===== config.mk =====
export PLATFORM = sky130hd
export DESIGN_NAME = pipe_hazard_ctrl_flat
export DESIGN_NICKNAME = d
export VERILOG_FILES = /design/src/rtl/pipe_hazard_ctrl_pkg.sv /design/src/rtl/pipe_hazard_ctrl_if.sv /design/src/rtl/pipe_hazard_ctrl_stall_watchdog.sv /design/src/rtl/pipe_hazard_ctrl.sv /design/src/flat_wrapper.sv
export SDC_FILE = /design/constraint.sdc
export NUM_CORES = 1
export LEC_CHECK = 0
export ABC_AREA = 1
export BUFFER_PORTS_ARGS = -buffer_cell sky130_fd_sc_hd__buf_2
export CAP_MARGIN = 20
export CORE_UTILIZATION = 35
export DETAILED_ROUTE_END_ITERATION = 8
export HOLD_SLACK_MARGIN = 0.08
export PLACE_DENSITY = 0.8
export SLEW_MARGIN = 40
export SYNTH_ARGS = -nofsm -noshare
export SYNTH_HDL_FRONTEND = slang
export SYNTH_SLANG_ARGS = --single-unit
export TNS_END_PERCENT = 10

===== constraint.sdc =====
create_clock -name clk -period 1.2 [get_ports clk]
set_input_delay 0.36 -clock clk [delete_from_list [all_inputs] [get_ports clk]]
set_output_delay 0.36 -clock clk [all_outputs]
set_load 0.01 [all_outputs]

===== src/rtl/pipe_hazard_ctrl_pkg.sv =====
// ---------------------------------------------------------------------------
// pipe_ctrl_pkg
// Shared definitions for the pipeline hazard controller and the pipeline top:
// stage index constants, the redirect FSM state type and the default
// pipeline geometry.
// ---------------------------------------------------------------------------
package pipe_ctrl_pkg;

    // Default geometry, shared with the pipeline top.
    localparam int DEF_NSTAGE      = 5;
    localparam int DEF_FLUSH_DEPTH = 2;

    // Stage indices for the default 5-stage core. Fetch has no separate
    // pipeline register: its state is the PC register, so IF aliases PC.
    localparam int STG_PC  = 0;
    localparam int STG_IF  = STG_PC;
    localparam int STG_ID  = 1;
    localparam int STG_EX  = 2;
    localparam int STG_MEM = 3;
    localparam int STG_WB  = 4;

    // Redirect FSM: RUN = no redirect outstanding, PEND = redirect latched
    // while the stage that raised it is frozen.
    typedef enum logic {
        ST_RUN  = 1'b0,
        ST_PEND = 1'b1
    } hz_state_e;

endpackage


===== src/rtl/pipe_hazard_ctrl_if.sv =====
// ---------------------------------------------------------------------------
// pipe_hazard_ctrl_if
// Bundle between the pipeline and the hazard controller.
//   master (pipeline):   drives stall_req, flush_req; receives the controls.
//   slave  (controller): receives requests; drives stall, bubble, flush,
//                        flush_pending, hang, stall_cycles, flush_count.
// ---------------------------------------------------------------------------
interface pipe_hazard_ctrl_if
    import pipe_ctrl_pkg::*;
#(
    parameter int NSTAGE = DEF_NSTAGE,
    parameter int CW     = 32
);
    logic [NSTAGE-1:0] stall_req;
    logic              flush_req;
    logic [NSTAGE-1:0] stall;
    logic [NSTAGE-1:0] bubble;
    logic [NSTAGE-1:0] flush;
    logic              flush_pending;
    logic              hang;
    logic [CW-1:0]     stall_cycles;
    logic [CW-1:0]     flush_count;

    modport master (
        output stall_req, flush_req,
        input  stall, bubble, flush, flush_pending, hang,
               stall_cycles, flush_count
    );

    modport slave (
        input  stall_req, flush_req,
        output stall, bubble, flush, flush_pending, hang,
               stall_cycles, flush_count
    );
endinterface


===== src/rtl/pipe_hazard_ctrl_stall_watchdog.sv =====
// ---------------------------------------------------------------------------
// stall_watchdog
// Counts consecutive stalled cycles (saturating) and raises a sticky hang
// flag once TIMEOUT consecutive stalled cycles have been seen.
//   clk     in  rising-edge clock
//   rst     in  synchronous active-high reset
//   stalled in  any pipeline stage is held this cycle
//   hang    out sticky flag, cleared only by rst
// ---------------------------------------------------------------------------
module stall_watchdog #(
    parameter int TIMEOUT = 1024
) (
    input  logic clk,
    input  logic rst,
    input  logic stalled,
    output logic hang
);
    localparam int              CNT_W   = $clog2(TIMEOUT);
    localparam logic [CNT_W-1:0] CNT_MAX = CNT_W'(TIMEOUT - 1);

    logic [CNT_W-1:0] r_cnt;
    logic             r_hang;

    // NOTE: synchronous reset (sampled only on the clock edge), matching the
    // rest of the core; every state flop uses non-blocking assignment so all
    // registers update together at the edge.
    always_ff @(posedge clk) begin
        if (rst) begin
            r_cnt  <= '0;
            r_hang <= 1'b0;
        end else if (stalled) begin
            // Counter at TIMEOUT-1 on a stalled cycle means this is the
            // TIMEOUT-th consecutive one; hold the count there.
            if (r_cnt == CNT_MAX) r_hang <= 1'b1;
            else                  r_cnt  <= r_cnt + 1'b1;
        end else begin
            r_cnt <= '0;
        end
    end

    assign hang = r_hang;
endmodule


===== src/rtl/pipe_hazard_ctrl.sv =====
// ---------------------------------------------------------------------------
// pipe_hazard_ctrl
// N-stage stall/bubble generator with deferred branch-redirect flush and a
// stall watchdog. Drives the pipeline register hold/bubble/flush controls.
//   clk  in  rising-edge clock
//   rst  in  synchronous active-high reset
//   bus  slave modport of pipe_hazard_ctrl_if:
//        stall_req/flush_req in; stall/bubble/flush/flush_pending/hang and
//        the stall_cycles/flush_count performance counters out.
// Build option: define PIPE_HAZARD_PERF_EN to implement the performance
// counters; otherwise they read as zero and no counter flops exist.
// ---------------------------------------------------------------------------
module pipe_hazard_ctrl
    import pipe_ctrl_pkg::*;
#(
    parameter int NSTAGE      = DEF_NSTAGE,
    parameter int FLUSH_DEPTH = DEF_FLUSH_DEPTH,
    parameter int TIMEOUT     = 1024,
    parameter int CW          = 32
) (
    input logic               clk,
    input logic               rst,
    pipe_hazard_ctrl_if.slave bus
);
    localparam logic [NSTAGE-1:0] FLUSH_MASK =
        {{(NSTAGE - FLUSH_DEPTH){1'b0}}, {FLUSH_DEPTH{1'b1}}};
    localparam logic [NSTAGE-1:0] PC_ONLY = {{(NSTAGE - 1){1'b0}}, 1'b1};

    hz_state_e         r_state, w_state_nxt;
    logic [NSTAGE-1:0] w_stall_raw;
    logic [NSTAGE-1:0] w_bubble_raw;
    logic [NSTAGE-1:0] w_stall, w_bubble, w_flush;
    logic              w_blocked;
    logic              w_fire;
    logic              w_hang;

    // A stage holds when it or any older stage requests a stall; the first
    // stage past the oldest requester gets the bubble.
    for (genvar i = 0; i < NSTAGE; i++) begin : g_prio
        assign w_stall_raw[i] = |bus.stall_req[NSTAGE-1:i];
        if (i == 0) begin : g_first
            assign w_bubble_raw[i] = 1'b0;
        end else begin : g_rest
            assign w_bubble_raw[i] = w_stall_raw[i-1] & ~w_stall_raw[i];
        end
    end

    // Redirect source is frozen whenever any stage at or past FLUSH_DEPTH stalls.
    assign w_blocked = w_stall_raw[FLUSH_DEPTH];

    always_ff @(posedge clk) begin
        if (rst) r_state <= ST_RUN;
        else     r_state <= w_state_nxt;
    end

    // NOTE: every output of this block gets a default first, so no path
    // leaves a variable unassigned and no latch is inferred.
    always_comb begin
        w_state_nxt = r_state;
        w_fire      = 1'b0;
        unique case (r_state)
            ST_RUN: begin
                if (bus.flush_req) begin
                    if (w_blocked) w_state_nxt = ST_PEND;
                    else           w_fire      = 1'b1;
                end
            end
            ST_PEND: begin
                // A new flush_req while pending merges: it changes nothing.
                if (!w_blocked) begin
                    w_fire      = 1'b1;
                    w_state_nxt = ST_RUN;
                end
            end
            default: w_state_nxt = ST_RUN;
        endcase
    end

    always_comb begin
        w_flush  = '0;
        w_stall  = PC_ONLY;
        w_bubble = '0;
        if (!rst) begin
            w_flush  = w_fire ? FLUSH_MASK : '0;
            w_stall  = w_stall_raw  & ~w_flush;
            w_bubble = w_bubble_raw & ~w_flush;
        end
    end

    stall_watchdog #(
        .TIMEOUT (TIMEOUT)
    ) u_watchdog (
        .clk     (clk),
        .rst     (rst),
        .stalled (|w_stall),
        .hang    (w_hang)
    );

`ifdef PIPE_HAZARD_PERF_EN
    logic [CW-1:0] r_stall_cycles;
    logic [CW-1:0] r_flush_count;

    always_ff @(posedge clk) begin
        if (rst) begin
            r_stall_cycles <= '0;
            r_flush_count  <= '0;
        end else begin
            if (|w_stall) r_stall_cycles <= r_stall_cycles + CW'(1);
            if (|w_flush) r_flush_count  <= r_flush_count  + CW'(1);
        end
    end

    assign bus.stall_cycles = r_stall_cycles;
    assign bus.flush_count  = r_flush_count;
`else
    assign bus.stall_cycles = '0;
    assign bus.flush_count  = '0;
`endif

    assign bus.stall         = w_stall;
    assign bus.bubble        = w_bubble;
    assign bus.flush         = w_flush;
    assign bus.flush_pending = (r_state == ST_PEND);
    assign bus.hang          = w_hang;
endmodule


===== src/flat_wrapper.sv =====
// flat-port wrapper written by rule: the top's interface ports become plain ports
module pipe_hazard_ctrl_flat import pipe_ctrl_pkg::*;
#(
    parameter int NSTAGE      = DEF_NSTAGE,
    parameter int FLUSH_DEPTH = DEF_FLUSH_DEPTH,
    parameter int TIMEOUT     = 1024,
    parameter int CW          = 32
)
  (clk, rst, bus_stall_req, bus_flush_req, bus_stall, bus_bubble, bus_flush, bus_flush_pending, bus_hang, bus_stall_cycles, bus_flush_count);
  pipe_hazard_ctrl_if #(.NSTAGE(NSTAGE), .CW(CW)) bus_i ();
  input logic clk;
  input logic rst;
  input wire logic [$bits(bus_i.stall_req)-1:0] bus_stall_req;
  input wire logic [$bits(bus_i.flush_req)-1:0] bus_flush_req;
  output wire logic [$bits(bus_i.stall)-1:0] bus_stall;
  output wire logic [$bits(bus_i.bubble)-1:0] bus_bubble;
  output wire logic [$bits(bus_i.flush)-1:0] bus_flush;
  output wire logic [$bits(bus_i.flush_pending)-1:0] bus_flush_pending;
  output wire logic [$bits(bus_i.hang)-1:0] bus_hang;
  output wire logic [$bits(bus_i.stall_cycles)-1:0] bus_stall_cycles;
  output wire logic [$bits(bus_i.flush_count)-1:0] bus_flush_count;
  assign bus_i.stall_req = bus_stall_req;
  assign bus_i.flush_req = bus_flush_req;
  assign bus_stall = bus_i.stall;
  assign bus_bubble = bus_i.bubble;
  assign bus_flush = bus_i.flush;
  assign bus_flush_pending = bus_i.flush_pending;
  assign bus_hang = bus_i.hang;
  assign bus_stall_cycles = bus_i.stall_cycles;
  assign bus_flush_count = bus_i.flush_count;
  pipe_hazard_ctrl #(.NSTAGE(NSTAGE), .FLUSH_DEPTH(FLUSH_DEPTH), .TIMEOUT(TIMEOUT), .CW(CW)) u_core (.clk(clk), .rst(rst), .bus(bus_i));
endmodule

==> results by stage, run 1 <==
Power:
- Dividing total power by cell area gives a power density of 763 nW/µm².
- Across the VDD grid, the largest voltage drop is 360 µV.
- The completed layout was analyzed and its total power is 0.00105 W.
- For this design the static power due to leakage is 0.823 nW.

STA:
- In the finished design, the share of the clock period the worst path needs comes to 1.17.
- The number of pins with negative max-slew slack in the final report came to 0.
- For the finished layout, the period the worst path requires is 1.40 ns.
- The post-route worst setup slack is -0.203 ns.
- The fmax is 0.713 GHz.
- The setup TNS is -1.56 ns.
- The setup clock skew after layout is 0.00151 ns.
- The final hold violation count is 0.
- Setup violations remaining at the end of the flow were counted as 9.
- Setup repair after global routing could not meet its margin everywhere.

Yosys:
- The number of warnings issued by yosys is 0.
- The leading register cell type out of synthesis is sky130_fd_sc_hd__dfxtp_1.
- Sorting the synthesized cells by how often they occur yields sky130_fd_sc_hd__buf_4, sky130_fd_sc_hd__nand2_1, sky130_fd_sc_hd__inv_1.
- After synthesis, the netlist uses 20 different library cells.
- The cell area after synthesis is 1270 µm².
- Counting flops and latches in the post-synthesis netlist gives 12.
- The average size of a mapped cell is 6.75 µm².
- The most frequent cell after synthesis is sky130_fd_sc_hd__buf_4.
- The instance count of the mapped netlist is 189.
- Yosys mapped a number of flops with a built-in enable equal to 0.
- The cell type with the largest total area after synthesis is sky130_fd_sc_hd__buf_4.
- In the post-synthesis netlist, the biggest area contributors are sky130_fd_sc_hd__buf_4, sky130_fd_sc_hd__dfxtp_1, sky130_fd_sc_hd__nand2_1.
- The sequential cell area fraction in the yosys report is 0.188.
- The async set or reset register ratio after synthesis is 0.
- The share of Yosys cell area claimed by the top area cell type is 0.406.

Hold path:
- The worst hold path was traced through 2 stages.
- The path with the worst hold slack has its endpoint at u_core.u_watchdog.hang.
- In this run the worst hold path is classified as flip-flop to flip-flop.
- In this run the most critical hold path is launched from u_core.u_watchdog.hang.

Worst setup path:
- The start of the worst register-to-register path is u_core.u_watchdog.r_cnt[1].
- The largest single stage delay on the critical path is 0.13 ns.
- Data on the critical path arrives at its endpoint at 1.04 ns.
- The endpoint of the worst register-to-register path is u_core.u_watchdog.r_cnt[0].
- The signal on the critical path passes through buf_4 > nor2_4 > nand2_2 > inv_2 > nand2_4 > nor2_4 > buf_2.
- The most repeated library cell on the critical path is sky130_fd_sc_hd__nor2_4.
- Counting both buffers and inverters, the worst setup path holds a total of 3.
- The critical path launch point type is an input pin.
- For flop-to-flop paths, the worst setup slack is 0.05 ns.
- The critical path's top delay family is simple AND/OR/NAND/NOR gates.
- The depth of the worst register-to-register path is 6.
- The worst setup path category is input pin to output pin.
- Data on the critical path is required at its endpoint by 0.84 ns.
- The largest individual stage delay along the critical path comes from the cell sky130_fd_sc_hd__buf_2.
- Of all nets on the critical path, the largest fanout is 3.
- The endpoint kind of the worst setup timing path is an output pin.

Layout:
- The final cell count without fillers is 269.
- Compared with the post-synthesis result, the final layout area differs by 8.05%.
- The number of nets in the finished design is 233.
- The filler cells instantiated in the layout total 377.
- After routing the design area is 1380 µm².
- The proportion of layout cells with a drive suffix above 1 is 0.291.
- The number of antenna diodes in the final layout is 0.

Run status:
- The flow ran to the end, but the final reports show violations.
- The final reports fail on negative setup slack.

CTS:
- The clock transition time at the flip-flop clock pins of the worst setup and hold paths is 0.08 ns.
- In this run the number of H-tree levels came out at 1.
- Clock tree synthesis found a total of 12 sinks.
- TritonCTS built the clock tree.
- The library cell used as clock root buffer is sky130_fd_sc_hd__clkbuf_4.
- The maximum clock insertion buffer count is 2.
- The worst-skew pair later-pin latency is 0.27 ns.
- The number of clock buffers inserted by TritonCTS is 3.

Global routing:
- The number of global-route vias before repair is 802.
- The largest net degree at the start of global routing is 9.
- The combined global-route utilization of all metal layers is 0.0979.
- The global route total overflow is 0.
- The first global-routing pass estimated 3150 µm of wire.
- The number of antenna violations at the first check in global routing is 0.

Floorplanning:
- The die height is 62.4 µm.
- 89 I/O pins were placed.
- The core box area is 3420 µm².
- The initial utilization of the core area, before any placement, comes to 0.373.
- The floorplan die area is 3890 µm².
- Row generation in the floorplan step produced 21 rows.
- In this run the horizontal extent of the chip is 62.4 µm.

Placement:
- The placed instances occupy a cell area of 1280 µm².
- The half-perimeter wire length after detailed placement is 1520 µm.
- The congestion estimate from routability-driven global placement came to 0.817.
- The quantity of I/O buffers inserted on ports is 20.
- The total placed cells including tap cells is 263.

Detailed routing:
- For this block, the via count after detailed routing is 1,021.
- After detailed routing, the number of remaining DRC violations is 0.
- In the routed layout, each cell is associated on average with a via count of 3.80.
- The pre-antenna-repair detailed-routing pass consisted of 4 iterations.
- Wires add up to 1910 µm.
- The final routed wire length divided by cell count is 7.10 µm.
- The number of design-rule violations left by the first detailed-router iteration is 18.
- Once detail routing completed, the nets flagged for antenna violations numbered 0.

Flow run:
- The total of max-cap violations is 0.
## logic make-up after synthesis
logic type / count (synthesis) / share of synthesized area
and+or+nand+nor: 74 / 0.283
buffers and inverters: 91 / 0.471
DFF: 12 / 0.188
adders and majority gates: 1 / 0.00981
AOI/OAI and AO/OA: 10 / 0.0451
other: 1 / 0.00294
## flip-flops by register name (all words and copies together) (netlist names)
register	cells
u_core.u_watchdog.r_cnt	10
u_core.bus.flush_pending	1
u_core.u_watchdog.hang	1
## final cells by class
class                   instances  area [µm²]  area share
clock buffers                   4        36.3      0.0263
inverters                      22        82.6      0.0599
multi-input cells             153         743       0.540
flip-flops and latches         12         246       0.179
well taps                      46        57.6      0.0418
repair buffers                 32         211       0.153
## how the worst max path moves through the flow
stage,start,endpoint,slack (ns),cells after the start
6_report,bus_stall_req[3],bus_flush[0],-0.20,7
5_1_grt,bus_stall_req[3],bus_bubble[1],-0.29,7
4_1_cts,u_core.bus.flush_pending,bus_stall[1],-0.24,4
3_5_place_dp,bus_flush_req,bus_stall[1],-0.21,5
3_3_place_gp,bus_flush_req,bus_stall[1],-0.20,5
2_1_floorplan,bus_stall_req[3],bus_flush[1],-0.07,6
## stage by stage
stage | setup WS, ns | hold slack (ns) | util
finish | -0.203 | 0.464 | 0.403
global route | -0.288 | 0.480 | 0.403
CTS | -0.235 | 0.462 | 0.390
detailed placement | -0.212 | 0.451 | 0.374
global placement | -0.198 | 0.444 | 0.374
floorplan | -0.0679 | 0.479 | -
## placed cells by master, fill, tap and decap left out, types with 4 or more instances in the layout
| cell | n |
|---|---|
| sky130_fd_sc_hd__dfxtp_2 | 5 |
| sky130_fd_sc_hd__buf_2 | 18 |
| sky130_fd_sc_hd__inv_2 | 4 |
| sky130_fd_sc_hd__nand4_1 | 4 |
| sky130_fd_sc_hd__buf_4 | 12 |
| sky130_fd_sc_hd__nand3_1 | 8 |
| sky130_fd_sc_hd__nand2_2 | 4 |
| sky130_fd_sc_hd__a21oi_1 | 4 |
| sky130_fd_sc_hd__nand2_1 | 32 |
| sky130_fd_sc_hd__conb_1 | 68 |
| sky130_fd_sc_hd__inv_1 | 18 |
| sky130_fd_sc_hd__nor2_1 | 13 |
| sky130_fd_sc_hd__dfxtp_1 | 7 |
## worst register-to-register path, stage by stage, from the launching register on
cell                      delay [ns]
sky130_fd_sc_hd__dfxtp_2        0.34
sky130_fd_sc_hd__ha_2           0.18
sky130_fd_sc_hd__inv_2          0.06
sky130_fd_sc_hd__nor2_8         0.15
sky130_fd_sc_hd__nand3_4        0.14
sky130_fd_sc_hd__nand2_1        0.09
sky130_fd_sc_hd__a21oi_1        0.07
## per-layer routing
layer | vias up | wire length [µm] | global-route usage
met5 | - | 0 | 0
met3 | 4 | 123 | 0.0110
met1 | 453 | 776 | 0.110
met4 | 0 | 32 | 0.0523
met2 | 55 | 977 | 0.179
li1 | 509 | - | -
## repair_timing
| action | CTS | global route |
|---|---|---|
| hold buffers | 0 | 0 |
| pin swaps | 6 | 7 |
| setup buffers | 1 | 1 |
| gates resized for setup | 4 | 13 |
| setup endpoints to repair | 11 | 21 |
## power by group
group,total [W],switching [W],internal (W)
combinational,0.000294,0.000198,0.0000959
clock,0.000323,0.000139,0.000184
sequential,0.000434,0.0000153,0.000418
total,0.00105,0.000352,0.000699
Note: power is estimated with default switching activity, not from simulation.
==> run 2, diff against run 1 <==
--- a/config.mk
+++ b/config.mk
@@ -10,2 +10,3 @@
 export CAP_MARGIN = 20
+export CORE_MARGIN = 10
 export CORE_UTILIZATION = 35
@@ -13,3 +14,3 @@
 export HOLD_SLACK_MARGIN = 0.08
-export PLACE_DENSITY = 0.8
+export PLACE_DENSITY = 0.73
 export SLEW_MARGIN = 40
==> constraint.sdc (replaced) <==
create_clock -name clk -period 1.2 [get_ports clk]
set_input_delay 0.24 -clock clk [delete_from_list [all_inputs] [get_ports clk]]
set_output_delay 0.24 -clock clk [all_outputs]
set_load 0.01 [all_outputs]
==> results by stage, run 2 (synthesis gave the netlist of run 1 again) <==
Global routing:
- The number of antenna violations at the first check in global routing came to 0.
- For this run, the total global-route usage over all layers was measured as 0.0703.
- Global routing finished with a remaining overflow of 0.
- The number of global-route vias before repair is 841.
- The wire length of the first global-routing pass is 3730 µm.
- The largest net degree at the start of global routing is 9.

Layout:
- The commonest non-fill, non-tap cell in the layout is sky130_fd_sc_hd__conb_1.
- The number of nets in the finished design is 229.
- From synthesis to final layout, the design area changed by 0.589%.
- The fill cell instance count of the final layout is 407.
- The library cells used most frequently in the layout, excluding fill and tap cells, are sky130_fd_sc_hd__conb_1, sky130_fd_sc_hd__nand2_1, sky130_fd_sc_hd__buf_2.
- The number of antenna repair diodes is 0.
- The proportion of layout cells with a drive suffix above 1 is 0.242.
- Summing all non-filler instances in the final layout gives an area of 1280 µm².
- The register with the most flip-flops in the layout has 10 of them.
- Ranked by flip-flop count, first place goes to u_core.u_watchdog.r_cnt.

Detailed routing:
- The remaining antenna violation count is 0.
- The number of design-rule violations left by the first detailed-router iteration is 28.
- The highest routing layer actually used is met4.
- The routed design has 2610 µm of wire.
- In the routed design, unresolved DRC markers number 0.
- The routed design uses 1270 µm of met2 wire.
- The iteration count of the initial detailed-routing pass is 4.
- For this block, wires on met1 add up to 936 µm.
- The wire length on met3 is 354 µm.
- After detailed routing, the average wire length per cell comes to 9.83 µm.
- The via density per instance is 3.66.
- The routed layout has 971 vias.

STA:
- Setup repair after global routing could not meet its margin everywhere.
- The final count of negative-setup-slack endpoints is 5.
- The fmax is 0.778 GHz.
- The post-route worst setup slack is -0.0861 ns.
- The post-layout minimum cycle time is 1.29 ns.
- The final clock period utilization by the worst path is 1.07.
- The worst-case hold slack is 0.273 ns.
- The final hold violation count is 0.
- The number of pins with negative max-slew slack in the final report is 0.
- The setup clock skew after layout is 0.00138 ns.

Worst setup path:
- For this design, the slowest cell found on the critical path is sky130_fd_sc_hd__dfxtp_2.
- The endpoint identified for the worst register-to-register timing path is u_core.u_watchdog.r_cnt[5].
- In this run the worst path has a maximum fanout of 5.
- The worst setup path is captured at an output pin.
- On the worst path, the slowest cell contributes a delay of 0.33 ns.
- The start of the worst register-to-register path is u_core.u_watchdog.r_cnt[1].
- Counting cells, the worst reg-to-reg path comes to 7.
- STA classifies the critical path startpoint as a flip-flop.
- At the worst endpoint, the required time is 0.96 ns.
- Traced cell by cell, the critical path runs through nor2_4 > nand2_1 > a21oi_1 > buf_2.
- The setup check on the worst reg-to-reg path leaves a slack of 0.07 ns.
- The critical path in this run is classified as flip-flop to output pin.
- The endpoint arrival time on the critical path is 1.05 ns.

Floorplanning:
- During I/O placement, the number of pins put on the boundary was 89.
- The floorplan step defined a core boundary enclosing 3420 µm².
- The die height is 80.4 µm.
- The floorplan die area is 6460 µm².
- The chip width is 80.4 µm.
- The number of rows created at floorplan is 21.
- For this configuration, the core starts out at a cell density of 0.373.

CTS:
- The clock transition time at the flip-flop clock pins of the worst setup and hold paths is 0.08 ns.
- The number of clock buffers added by TritonCTS is 3.
- The maximum clock insertion buffer count is 2.
- The sink count of the clock tree is 12.
- The level count of the clock H-tree is 1.
- The worst-skew pair later-pin latency is 0.27 ns.
- The root buffer cell chosen for the clock tree is sky130_fd_sc_hd__clkbuf_4.
- The clock tree from TritonCTS is yes.

Power:
- The leakage dissipation is 0.773 nW.
- Of the total power, registers draw 0.421.
- Of the total power, the share spent switching nets is 0.342.
- Across the VDD grid, the largest voltage drop is 465 µV.
- Of the total power, combinational logic draws 0.263.
- Cell internal power was estimated by the tool at 0.000676 W.
- For this design the total switching power over the nets is 0.000351 W.
- Dividing total power by cell area gives a power density of 801 nW/µm².
- The share of total power dissipated in the clock network is 0.316.

Run status:
- The checks that failed: negative setup slack.
- The run finished, with violations left.

Hold path:
- The hold path startpoint is rst.
- The hold path endpoint is u_core.u_watchdog.hang.
- The number of cells traversed by the worst hold path is 4.
- The class of the tightest hold or removal check is input pin to flip-flop.

Flow run:
- Across the run, the number of max-cap violations was 0.

Placement:
- Summed over all nets, the half-perimeter wirelength after detailed placement is 2290 µm.
- The congestion estimate from routability-driven global placement came to 0.782.
- The quantity of I/O buffers inserted on ports is 20.
- The placed instance area is 1220 µm².
run 2: cell count changes in the layout (fill, tap and decap cells not counted), moves of 2 or more:
cell	change
sky130_fd_sc_hd__nand3_2	-2
sky130_fd_sc_hd__buf_2	+2
sky130_fd_sc_hd__nor2_4	-2
sky130_fd_sc_hd__nand2_4	-2
sky130_fd_sc_hd__buf_4	-4
sky130_fd_sc_hd__nand2_1	+2
sky130_fd_sc_hd__nand3_1	+2
run 2: cell type report:
cell class              count  area, µm²  share of cell area
clock buffers               4       36.3              0.0283
inverters                  22       82.6              0.0644
multi-input cells         153        701               0.546
flip-flops and latches     12        245               0.191
well taps                  46       57.6              0.0449
repair buffers             28        160               0.125
run 2: stage by stage:
step | util | power, W | setup slack [ns] | instances | setup TNS [ns]
global placement | 0.358 | 0.000687 | -0.0173 | 260 | -0.0479
detailed placement | 0.358 | 0.000688 | -0.0446 | 260 | -0.167
CTS | 0.371 | 0.00101 | -0.124 | 264 | -0.509
finish | 0.375 | 0.00103 | -0.0861 | 265 | -0.304
floorplan | - | 0.000782 | 0.0638 | 256 | 0
global route | 0.375 | 0.00109 | -0.160 | 265 | -0.806
run 2: power by group through the flow:
stage | clock network, W | registers (W) | logic, W
floorplan | 0 | 0.000438 | 0.000344
global placement | 0 | 0.000438 | 0.000249
detailed placement | 0 | 0.000438 | 0.000250
CTS | 0.000326 | 0.000430 | 0.000254
global route | 0.000348 | 0.000435 | 0.000305
finish | 0.000324 | 0.000433 | 0.000270
run 2: routing by layer:
metal,vias up,track usage
li1,503,-
met1,416,0.0676
met2,50,0.130
met3,2,0.0290
met4,0,0.0264
met5,-,0
run 2: worst max-delay path by stage:
stage | from | to | cells past startpoint
6_report | u_core.bus.flush_pending | bus_stall[1] | 4
5_1_grt | u_core.bus.flush_pending | bus_stall[1] | 4
3_5_place_dp | bus_stall_req[3] | bus_flush[1] | 7
3_3_place_gp | bus_stall_req[3] | bus_flush[1] | 7
2_1_floorplan | bus_stall_req[3] | bus_flush[1] | 6
4_1_cts | u_core.bus.flush_pending | bus_stall[1] | 4
run 2: critical path, delay by kind of cell (launching register included):
kind | cells | cell delay (ns)
flip-flops | 1 | 0.33
AND/OR/NAND/NOR | 2 | 0.18
buffers and inverters | 1 | 0.14
AO/OA/AOI/OAI | 1 | 0.11
run 2: what timing repair did:
item	CTS	global route
pin swaps	4	3
setup endpoints to repair	6	16
resized for setup	3	6
hold buffers	0	0
setup buffers	0	1
==> run 3, diff against run 2 <==
Settings changed: BUFFER_PORTS_ARGS -buffer_cell sky130_fd_sc_hd__buf_2 to -buffer_cell sky130_fd_sc_hd__clkbuf_2, CELL_PAD_IN_SITES_DETAIL_PLACEMENT from default to 0, CELL_PAD_IN_SITES_GLOBAL_PLACEMENT from default to 1, CORE_UTILIZATION 35 to 24, CTS_CLUSTER_DIAMETER from default to 120, PLACE_DENSITY 0.73 to default, PLACE_DENSITY_LB_ADDON from default to 0.1.
==> results by stage, run 3 (synthesis gave the netlist of run 1 again) <==
Run status:
- The run finished, with violations left.
- The final reports fail on negative setup slack.

STA:
- Setup repair after global routing could not meet its margin everywhere.
- The fmax is 0.800 GHz.
- Between clock sinks in the finished design, the worst skew comes to 0.00324 ns.
- Setup violations remaining at the end of the flow were counted as 4.
- The number of pins with negative max-slew slack in the final report is 0.
- The post-route worst setup slack is -0.0494 ns.
- The final hold violation count is 0.
- The final clock period utilization by the worst path is 1.04.
- The worst-case hold slack is 0.351 ns.
- Counting I/O delays and the setup requirement, the final critical path takes 1.25 ns.

Layout:
- The number of nets in the finished design is 231.
- The top cell types in the final layout, fill and taps aside, are sky130_fd_sc_hd__conb_1, sky130_fd_sc_hd__nand2_1, sky130_fd_sc_hd__inv_1.
- The flip-flop count of the largest register, all copies and words added is 10.
- Once layout is done, the placed cells without fillers occupy 1370 µm².
- The number of antenna repair diodes is 0.
- u_core.u_watchdog.r_cnt holds more flip-flops than any other register.
- The proportion of layout cells with a drive suffix above 1 is 0.258.
- The final cell count without fillers is 291.
- Relative to the synthesized area, the layout overhead comes to 7.36%.
- The fraction of the core area covered by cells at the end of the flow is 0.266.
- The fill cell instance count of the final layout is 607.
- The commonest non-fill, non-tap cell in the layout is sky130_fd_sc_hd__conb_1.

Placement:
- In this run the tool buffered the top-level ports with 20 buffer cells.
- Prior to clock tree synthesis, the placed netlist has a worst setup slack of -0.0233 ns.
- The final weighted congestion in routability-driven placement is 0.699.
- The placed instance area is 1260 µm².
- The total placed cells including tap cells is 285.
- Detailed placement finished with a half-perimeter wire length of 2600 µm.

Power:
- The power per unit of standard cell area is 861 nW/µm².
- The leakage dissipation is 0.793 nW.
- The worst-case vdd ir drop is 340 µV.

Detailed routing:
- The total via count in the routed design is 972.
- Dividing the detail-routed wire length by the instance count gives 10.1 µm.
- In the routed design, unresolved DRC markers number 0.
- For this block, the routed nets add up to 2950 µm of wire.
- The number of design-rule violations left by the first detailed-router iteration is 31.
- In the routed layout, each cell is associated on average with a via count of 3.34.
- The count of nets left with antenna violations once routing finished came out at 0.
- The iteration count of the initial detailed-routing pass is 4.

Worst setup path:
- The endpoint arrival time on the critical path is 1.01 ns.
- The delay of the slowest cell on the worst path is 0.33 ns.
- Traced cell by cell, the critical path runs through nor2_4 > nand2_1 > a21oi_1 > buf_2.
- Counting both buffers and inverters, the worst setup path holds a total of 1.
- The worst setup path category is flip-flop to output pin.
- The largest fanout on the critical path is 5.
- The worst setup path is launched from a flip-flop.
- The slowest stage cell on the critical path is sky130_fd_sc_hd__dfxtp_2.
- For the worst setup path, the data required time is 0.96 ns.
- Among cell families on the critical path, the largest total delay comes from flip-flops.
- STA classifies the critical path endpoint as an output pin.

CTS:
- The level count of the clock H-tree is 1.
- Counting along the longest clock path gives a buffer depth of 2.
- The sink count of the clock tree is 12.
- The count of hold buffers inserted by post-cts repair is 0.
- TritonCTS built the clock tree.
- The worst-skew pair later-pin latency is 0.24 ns.
- The number of clock buffers inserted by TritonCTS is 3.
- The library cell used as clock root buffer is sky130_fd_sc_hd__clkbuf_8.
- The clock transition time at the flip-flop clock pins of the worst setup and hold paths is 0.05 ns.

Global routing:
- Across every metal layer, demand over resource in global routing totals 0.0676.
- The number of antenna violations at the first check in global routing is 0.
- The number of global-route vias before repair is 1,031.
- The global route total overflow is 0.
- The wire length of the first global-routing pass is 4830 µm.
- Entering global routing, the biggest net connects 9 pins.

Floorplanning:
- After floorplanning, the core was divided into 26 placement rows.
- For this configuration, the core starts out at a cell density of 0.248.
- Pin placement for this block handled 89 I/O pins.
- The die covers 8630 µm².
- The chip width is 92.9 µm.
- The die height is 92.9 µm.
- The core box area is 5140 µm².

Flow run:
- Across the run, the number of max-cap violations was 0.

Hold path:
- The class of the tightest hold or removal check is input pin to flip-flop.
[run 3: cell count changes in the layout (fill, tap and decap cells not counted), sizes merged]
cell,previous run,this run
buf,28,16
clkbuf,4,18
[run 3: worst min-delay path, cell delays in order]
cell and delay, ns:
sky130_fd_sc_hd__clkbuf_2 0.10, sky130_fd_sc_hd__inv_2 0.06, sky130_fd_sc_hd__nand2_2 0.11, sky130_fd_sc_hd__nor2_1 0.05
[run 3: stage by stage]
step	TNS, ns	power, W
6_report	-0.133	0.00118
5_1_grt	-0.624	0.00127
4_1_cts	-0.491	0.00118
3_5_place_dp	-0.0771	0.000699
3_3_place_gp	-0.107	0.000700
2_1_floorplan	0	0.000782
[run 3: cell type report]
cell class,instances,area [µm²],share of cell area
Multi-Input combinational cell,153,723,0.528
Sequential cell,12,245,0.179
Timing Repair Buffer,30,175,0.128
Tap cell,70,87.6,0.0640
Inverter,22,82.6,0.0603
Clock buffer,4,55.1,0.0402
[run 3: final timing paths]
| check | depth (start not counted) | end | start | slack [ns] |
|---|---|---|---|---|
| min reg2reg | 2 | u_core.u_watchdog.hang | u_core.u_watchdog.hang | 0.45 |
| max reg2reg | 6 | u_core.u_watchdog.hang | u_core.bus.flush_pending | 0.08 |
| max | 4 | bus_stall[1] | u_core.bus.flush_pending | -0.05 |
| min | 4 | u_core.bus.flush_pending | rst | 0.35 |
[run 3: timing repair]
action / 4_1_cts / 5_1_grt
hold endpoints to repair: 0 / 0
endpoints found under the setup margin: 10 / 16
gates resized for setup: 3 / 16
pin swaps: 4 / 5
buffers inserted: 1 / 1
[run 3: routing by layer]
| metal | vias up | part of all wire | track usage | wire [µm] |
|---|---|---|---|---|
| li1 | 509 | - | - | - |
| met1 | 413 | 0.39 | 0.0673 | 1140 |
| met4 | 0 | 0.012 | 0.0193 | 34 |
| met3 | 2 | 0.089 | 0.0307 | 261 |
| met2 | 48 | 0.51 | 0.123 | 1510 |
| met5 | - | 0 | 0 | 0 |
[run 3: power breakdown]
group / leakage (nW) / total [W] / switching [W] / internal, W
logic: 0.665 / 0.000290 / 0.000203 / 0.0000864
registers: 0.0988 / 0.000438 / 0.0000184 / 0.000419
clock network: 0.0288 / 0.000451 / 0.000161 / 0.000290
